===== src/rtl/add_sub_serial.sv =====
// Digit-serial two's-complement adder/subtractor. DIGIT bits are summed per cycle,
// LSB digit first, through a registered carry. Valid/ready handshakes sit on both sides.
module add_sub_serial #(
  parameter int WIDTH = 16,
  parameter int DIGIT = 4
) (
  input  logic             clk,
  input  logic             rst,
  input  logic             in_valid,
  output logic             in_ready,
  input  logic [WIDTH-1:0] a,
  input  logic [WIDTH-1:0] b,
  input  logic             sub,
  input  logic             carry_in,
  output logic             out_valid,
  input  logic             out_ready,
  output logic [WIDTH-1:0] result,
  output logic             carry_out,
  output logic             overflow,
  output logic             zero,
  output logic             negative
);

  localparam int NDIG = WIDTH / DIGIT;
  localparam int IDXW = (NDIG > 1) ? $clog2(NDIG) : 1;

  typedef enum logic [1:0] {IDLE, BUSY, DONE} state_t;

  state_t           r_state;
  logic [WIDTH-1:0] r_a;
  logic [WIDTH-1:0] r_b;
  logic             r_sub;
  logic             r_carry;
  logic [IDXW-1:0]  r_idx;
  logic             r_in_ready;
  logic             r_out_valid;
  logic [WIDTH-1:0] r_result;
  logic             r_carry_out;
  logic             r_overflow;
  logic             r_zero;
  logic             r_negative;

  logic [DIGIT-1:0] w_a_dig;
  logic [DIGIT-1:0] w_b_dig;
  logic [DIGIT:0]   w_sum_full;
  logic [DIGIT-1:0] w_sum;
  logic             w_cout;
  logic             w_cmsb;
  logic             w_last;
  logic [WIDTH-1:0] w_result_next;

  always_comb begin
    w_a_dig = '0;
    w_b_dig = '0;
    for (int i = 0; i < NDIG; i++) begin
      if (r_idx == IDXW'(i)) begin
        w_a_dig = r_a[i*DIGIT +: DIGIT];
        w_b_dig = r_b[i*DIGIT +: DIGIT];
      end
    end
  end

  assign w_sum_full = {1'b0, w_a_dig} + {1'b0, w_b_dig} + {{DIGIT{1'b0}}, r_carry};
  assign w_sum      = w_sum_full[DIGIT-1:0];
  assign w_cout     = w_sum_full[DIGIT];
  // Carry into the top bit of the digit recovered from its sum bit: s = a ^ b ^ cin.
  assign w_cmsb     = w_sum[DIGIT-1] ^ w_a_dig[DIGIT-1] ^ w_b_dig[DIGIT-1];
  assign w_last     = (r_idx == IDXW'(NDIG - 1));

  genvar gi;
  generate
    for (gi = 0; gi < NDIG; gi++) begin : g_dig
      assign w_result_next[gi*DIGIT +: DIGIT] =
        (r_idx == IDXW'(gi)) ? w_sum : r_result[gi*DIGIT +: DIGIT];
    end
  endgenerate

  always_ff @(posedge clk) begin
    if (rst) begin
      r_state     <= IDLE;
      r_a         <= '0;
      r_b         <= '0;
      r_sub       <= 1'b0;
      r_carry     <= 1'b0;
      r_idx       <= '0;
      r_in_ready  <= 1'b1;
      r_out_valid <= 1'b0;
      r_result    <= '0;
      r_carry_out <= 1'b0;
      r_overflow  <= 1'b0;
      r_zero      <= 1'b0;
      r_negative  <= 1'b0;
    end else begin
      case (r_state)
        IDLE: begin
          if (in_valid) begin
            r_a        <= a;
            r_b        <= sub ? ~b : b;
            r_sub      <= sub;
            r_carry    <= carry_in ^ sub;
            r_idx      <= '0;
            r_in_ready <= 1'b0;
            r_state    <= BUSY;
          end
        end
        BUSY: begin
          r_result <= w_result_next;
          r_carry  <= w_cout;
          if (w_last) begin
            r_carry_out <= r_sub ? ~w_cout : w_cout;
            r_overflow  <= w_cmsb ^ w_cout;
            r_zero      <= (w_result_next == '0);
            r_negative  <= w_result_next[WIDTH-1];
            r_out_valid <= 1'b1;
            r_state     <= DONE;
          end else begin
            r_idx <= r_idx + IDXW'(1);
          end
        end
        DONE: begin
          if (out_ready) begin
            r_out_valid <= 1'b0;
            r_in_ready  <= 1'b1;
            r_state     <= IDLE;
          end
        end
        default: begin
          r_state <= IDLE;
        end
      endcase
    end
  end

  assign in_ready  = r_in_ready;
  assign out_valid = r_out_valid;
  assign result    = r_result;
  assign carry_out = r_carry_out;
  assign overflow  = r_overflow;
  assign zero      = r_zero;
  assign negative  = r_negative;

endmodule


===== config.mk =====
export PLATFORM = sky130hd
export DESIGN_NAME = add_sub_serial
export DESIGN_NICKNAME = d
export VERILOG_FILES = /design/src/rtl/add_sub_serial.sv
export SDC_FILE = /design/constraint.sdc
export NUM_CORES = 1
export LEC_CHECK = 0
export BUFFER_PORTS_ARGS = -buffer_cell sky130_fd_sc_hd__buf_4
export CELL_PAD_IN_SITES_DETAIL_PLACEMENT = 1
export CELL_PAD_IN_SITES_GLOBAL_PLACEMENT = 1
export CORE_UTILIZATION = 23
export CTS_BUF_LIST = sky130_fd_sc_hd__clkbuf_16
export CTS_CLUSTER_SIZE = 16
export DETAILED_ROUTE_END_ITERATION = 7
export PLACE_DENSITY_LB_ADDON = 0.1
export SYNTH_ARGS = -nofsm -noshare
export SYNTH_HDL_FRONTEND = slang
export SYNTH_SLANG_ARGS = --single-unit

===== constraint.sdc =====
create_clock -name clk -period 3.8 [get_ports clk]
set_clock_uncertainty 0.05 [all_clocks]
set_input_delay 0.19 -clock clk [delete_from_list [all_inputs] [get_ports clk]]
set_output_delay 0.19 -clock clk [all_outputs]
set_load 0.005 [all_outputs]

-- Yosys cells after proc, flatten, opt, wreduce, memory -nomap -nowiden
Cells that the tools add are included.
- bits of input ports: 38
- bits in registers: 60
- word-level logic and storage cells: 73
- reduce and logical (&&, ||, !) cells: 13
- bitwise logic cells: 6
- muxes and demuxes: 29
- add/sub/neg operators: 3
- equality and inequality tests: 9
- operator list (kind ; count):
    $mux 4 ; 12
    $logic_not 16->1 ; 1
    $mux 16 ; 1
    $not 16->16 ; 1
    $reduce_and 3->1 ; 4
    $mux 2 ; 5
    $ne 2x2->1 const B ; 4
    $eq 2x2->1 const B ; 3
    $mux 1 ; 6
    $pmux 1 s2 ; 3
    $pmux 2 s3 ; 1
    $reduce_and 2->1 ; 3
    $reduce_bool 2->1 ; 3
    $add 4x4->5 ; 1
    $add 5x1->5 ; 1
    $eq 2x1->1 const B ; 2
    $logic_not 2->1 ; 2
    $pmux 2 s2 ; 1
    $xor 1x1->1 ; 4
    $add 2x1->2 const B ; 1
    $not 1->1 ; 1

-- Depth between registers and ports, before layout
- word-level depth: 10
- depth in mapped cells: 16
- mapped depth without buffers: 15

-- Least setup slack after synthesis
No wires, ideal clock.
- path kind: reg2reg
- start: register r_idx[1]
- end: register r_zero (netlist: zero)
- setup slack: 0.600 ns
- path buffers: 2
- stages on the path, launching flop included: 16
- required time: 3.680 ns
- clock period less this slack: 3.200 ns
- arrival time: 3.080 ns
- library setup time: 0.070 ns
- cell sequence: dfxtp_1 inv_1 ha_1 buf_2 buf_1 nor2_1 a21oi_1 o21ai_0 mux2i_1 fa_1 inv_1 fa_1 nor4b_2 o21ai_1 a2111o_1 a21oi_1
- cells in the longest elaborated chain, start to end: 9
- RTL lines (item ; RTL line ; source):
    from (decl) ; 34 ; logic [IDXW-1:0] r_idx;
    from (signal assigned) ; 117 ; r_idx <= r_idx + IDXW'(1);
    $logic_not 2->1 ; 56, 74 ;
    $mux 4 (4 in a row) ; 56 ; if (r_idx == IDXW'(i)) begin
    $add 4x4->5 ; 63 ; assign w_sum_full = {1'b0, w_a_dig} + {1'b0, w_b_dig} + {{DIGIT{1'b0}}, r_carry};
    $add 5x1->5 ; 63 ;
    $mux 4 ; 74 ; (r_idx == IDXW'(gi)) ? w_sum : r_result[gi*DIGIT +: DIGIT];
    $logic_not 16->1 ; 112 ; r_zero <= (w_result_next == '0);
    to (signal assigned) ; 112 ;
    to (decl) ; 40 ; logic r_zero;
Several ways; a longest one is shown, not always the timed one.
A chain may end at the register's enable or synchronous reset.

-- Worst setup path in the final report
Ends and elaborated chain as after synthesis.

==> out/results.ini <==
[run_status]
status=complete, no violations

[min_path]
holdCritStartpoint=a[8]
hold_class=input port to register

[clock_network]
clk_pin_slew_ps=50
cts-root-buf=clkbuf_16
post_cts_buffers=0
cts_max_path_buffers=2
cts.sink_count=60
tritoncts=done
worstSkewPairLatency_ps=320
htree_num_levels=3
cts-buffers-inserted=9

[floorplan]
start_util_pct=24.0
num_io_pins=60
fp.dieW_um=115
die_y_um=115
die-area_um2=13200
coreArea_um2=12200
num_rows=40

[timing]
drv_slew=0
setup_violations=0
fin_setup_tns_ps=0
worst-slew-pin-transition_ps=666
slew_headroom_pct=55.6
hold_ws_ps=68.8
rsz0062_at_grt=no
hold_violations=0
timing.final.crit_share_pct=90.0
period_needed_ps=3420
post-route-worst-setup-slack_ps=382
max_freq_mhz=293

[power_and_ir_drop]
leakage_nw=1.49
p_int_mw=1.30
ir_drop_mv=0.170
totalPowerFinal_mw=1.75
seqPwrFrac_pct=39.7
switching_share_pct=25.8
p_clk_share_pct=43.0
power.density_nw_per_um2=461
comb_power_share_pct=17.3
p_sw_mw=0.451

[critical_path]
cp-start-kind=register
ff2ff_setup_slack_ps=380
cp.required_ps=4000
endpoint_kind=register
critical_path_peak_fanout=11
r2r_cells=14
cp.arrival_ps=3610
crit_end=zero
reg2reg_from=r_idx[1]
startpoint=r_idx[1]
worstSetupPathType=register to register
worstReg2RegEnd=zero

[synthesis]
synth_top_area_share_pct=41.1
synth_flop_cell=dfxtp_1
synth_area_um2=2930
synth_common_cells=63 x nand2_1, 60 x dfxtp_1, 53 x nor2_1
syn_nets=413
synth_edf_count=0
synth_seq_area_share_pct=41.1
ys_seq_elements=60
netlist-cell-type-count=42
synth_cells=366
synth_area_leader_cell=dfxtp_1
synth.avg_cell_area_um2=7.99
synth_async_sr_flop_share_pct=0
yosys_warnings=0
ys_top_cells_by_area=dfxtp_1 41%, nand2_1 8.1%, nor2_1 6.8%
yosysMostFrequentCell=nand2_1

[drt]
drc=0
via_count=2547
postRouteWirelength_um=8140
first_iter_violations=73
ant_nets=0
drtPass1Iterations=4
wl_per_cell_um=13.9
avgViaCountPerCell=4.35

[flow_run]
max_cap_viol_count=0

[placed_design]
dp_slack_ps=323
gp_congestion=0.704
port_buffers=59
dp_hpwl_um=5940
placed_area_um2=3510
dp.cells=571

[finish]
num-nets-final=461
drive_above_1_share_pct=20.9
diodes=0
area_growth_pct=29.4
fin_cells=585
fin_area_um2=3790
final_util_pct=31.0

[global_route]
grt_pass1_vias=2617
grt_pass1_wl_um=13100
grt_overflow=0
grt.total_usage_pct=13.2
grt_max_degree=62
antenna_found_initial=0

==> registers in the layout, indices dropped and copies added (netlist names) <==
name       count
zero           1
in_ready       1
carry_out      1
r_a           16
r_state        2
r_carry        1
result        16
negative       1
r_b           16
r_idx          2
r_sub          1
out_valid      1
overflow       1
==> metal layers <==
layer / vias up / track usage, % / wire [µm] / part of all wire, %
met5: - / 0 / 0 / 0
met1: 1162 / 16.9 / 4030 / 50
met2: 49 / 21.4 / 3700 / 45
met4: 0 / 4.42 / 82 / 1.0
met3: 9 / 3.48 / 330 / 4.1
li1: 1327 / - / - / -
==> logic make-up after synthesis <==
group	share of synthesized area (%)
AO/OA/AOI/OAI	18.8
XOR/XNOR	6.59
adder cells (fa/ha/maj)	4.36
buffers and inverters	5.09
flip-flops	41.1
multiplexers	2.74
AND/OR/NAND/NOR	21.4
==> power groups by stage <==
stage,Clock [mW],Combinational (mW),Sequential (mW)
2_1_floorplan,0,0.200,0.697
3_3_place_gp,0,0.303,0.709
3_5_place_dp,0,0.309,0.708
4_1_cts,0.779,0.310,0.695
5_1_grt,0.810,0.341,0.698
6_report,0.751,0.302,0.694
==> worst min-delay path by stage <==
| stage | endpoint | slack (ps) | depth (start not counted) |
|---|---|---|---|
| 5_1_grt | r_a[2] | 70 | 3 |
| 2_1_floorplan | r_a[0] | 280 | 2 |
| 4_1_cts | r_a[2] | 60 | 3 |
| 3_5_place_dp | r_a[8] | 400 | 3 |
| 3_3_place_gp | r_a[12] | 390 | 3 |
| 6_report | r_a[8] | 70 | 3 |
==> layout make-up <==
type / instances / area, µm²
Inverter: 10 / 37.5
Clock buffer: 9 / 225
Fill cell: 1494 / 8430
Timing Repair Buffer: 64 / 480
Sequential cell: 60 / 1200
Tap cell: 168 / 210
Clock inverter: 5 / 46.3
Multi-Input combinational cell: 269 / 1590
==> timing repair <==
action                     in CTS  in global routing
setup endpoints to repair       0                  1
hold buffers                    0                  0
resized for setup               0                  1
==> cells in the final DEF (no fill, tap or decap), types with 3 or more instances in the layout <==
| master | netlist | final |
|---|---|---|
| dfxtp_1 | 60 | 60 |
| a31oi_1 | 3 | 3 |
| a21oi_1 | 38 | 38 |
| xnor2_1 | 20 | 20 |
| inv_1 | 10 | 11 |
| nor3_1 | 4 | 4 |
| a211oi_1 | 24 | 24 |
| ha_1 | 7 | 6 |
| o21ai_0 | 9 | 9 |
| nor2_1 | 53 | 52 |
| nand2_1 | 63 | 63 |
| mux2i_1 | 8 | 8 |
| buf_4 | 1 | 64 |
| nor4_1 | 3 | 3 |
| clkbuf_16 | 0 | 9 |
| and2_2 | 4 | 4 |
| nand3b_1 | 3 | 3 |
==> worst max-delay path, cell delays in order, from the launching register on <==
cell,delay [ps]
dfxtp_1,380
inv_1,80
ha_1,320
buf_4,220
nor2_1,100
a21oi_1,50
o21ai_0,140
mux2i_1,120
fa_1,410
inv_1,80
fa_1,520
nor4b_2,290
o21ai_1,90
a2111o_1,350
a21oi_1,130
No activity file was read; power rests on OpenSTA's default activity.
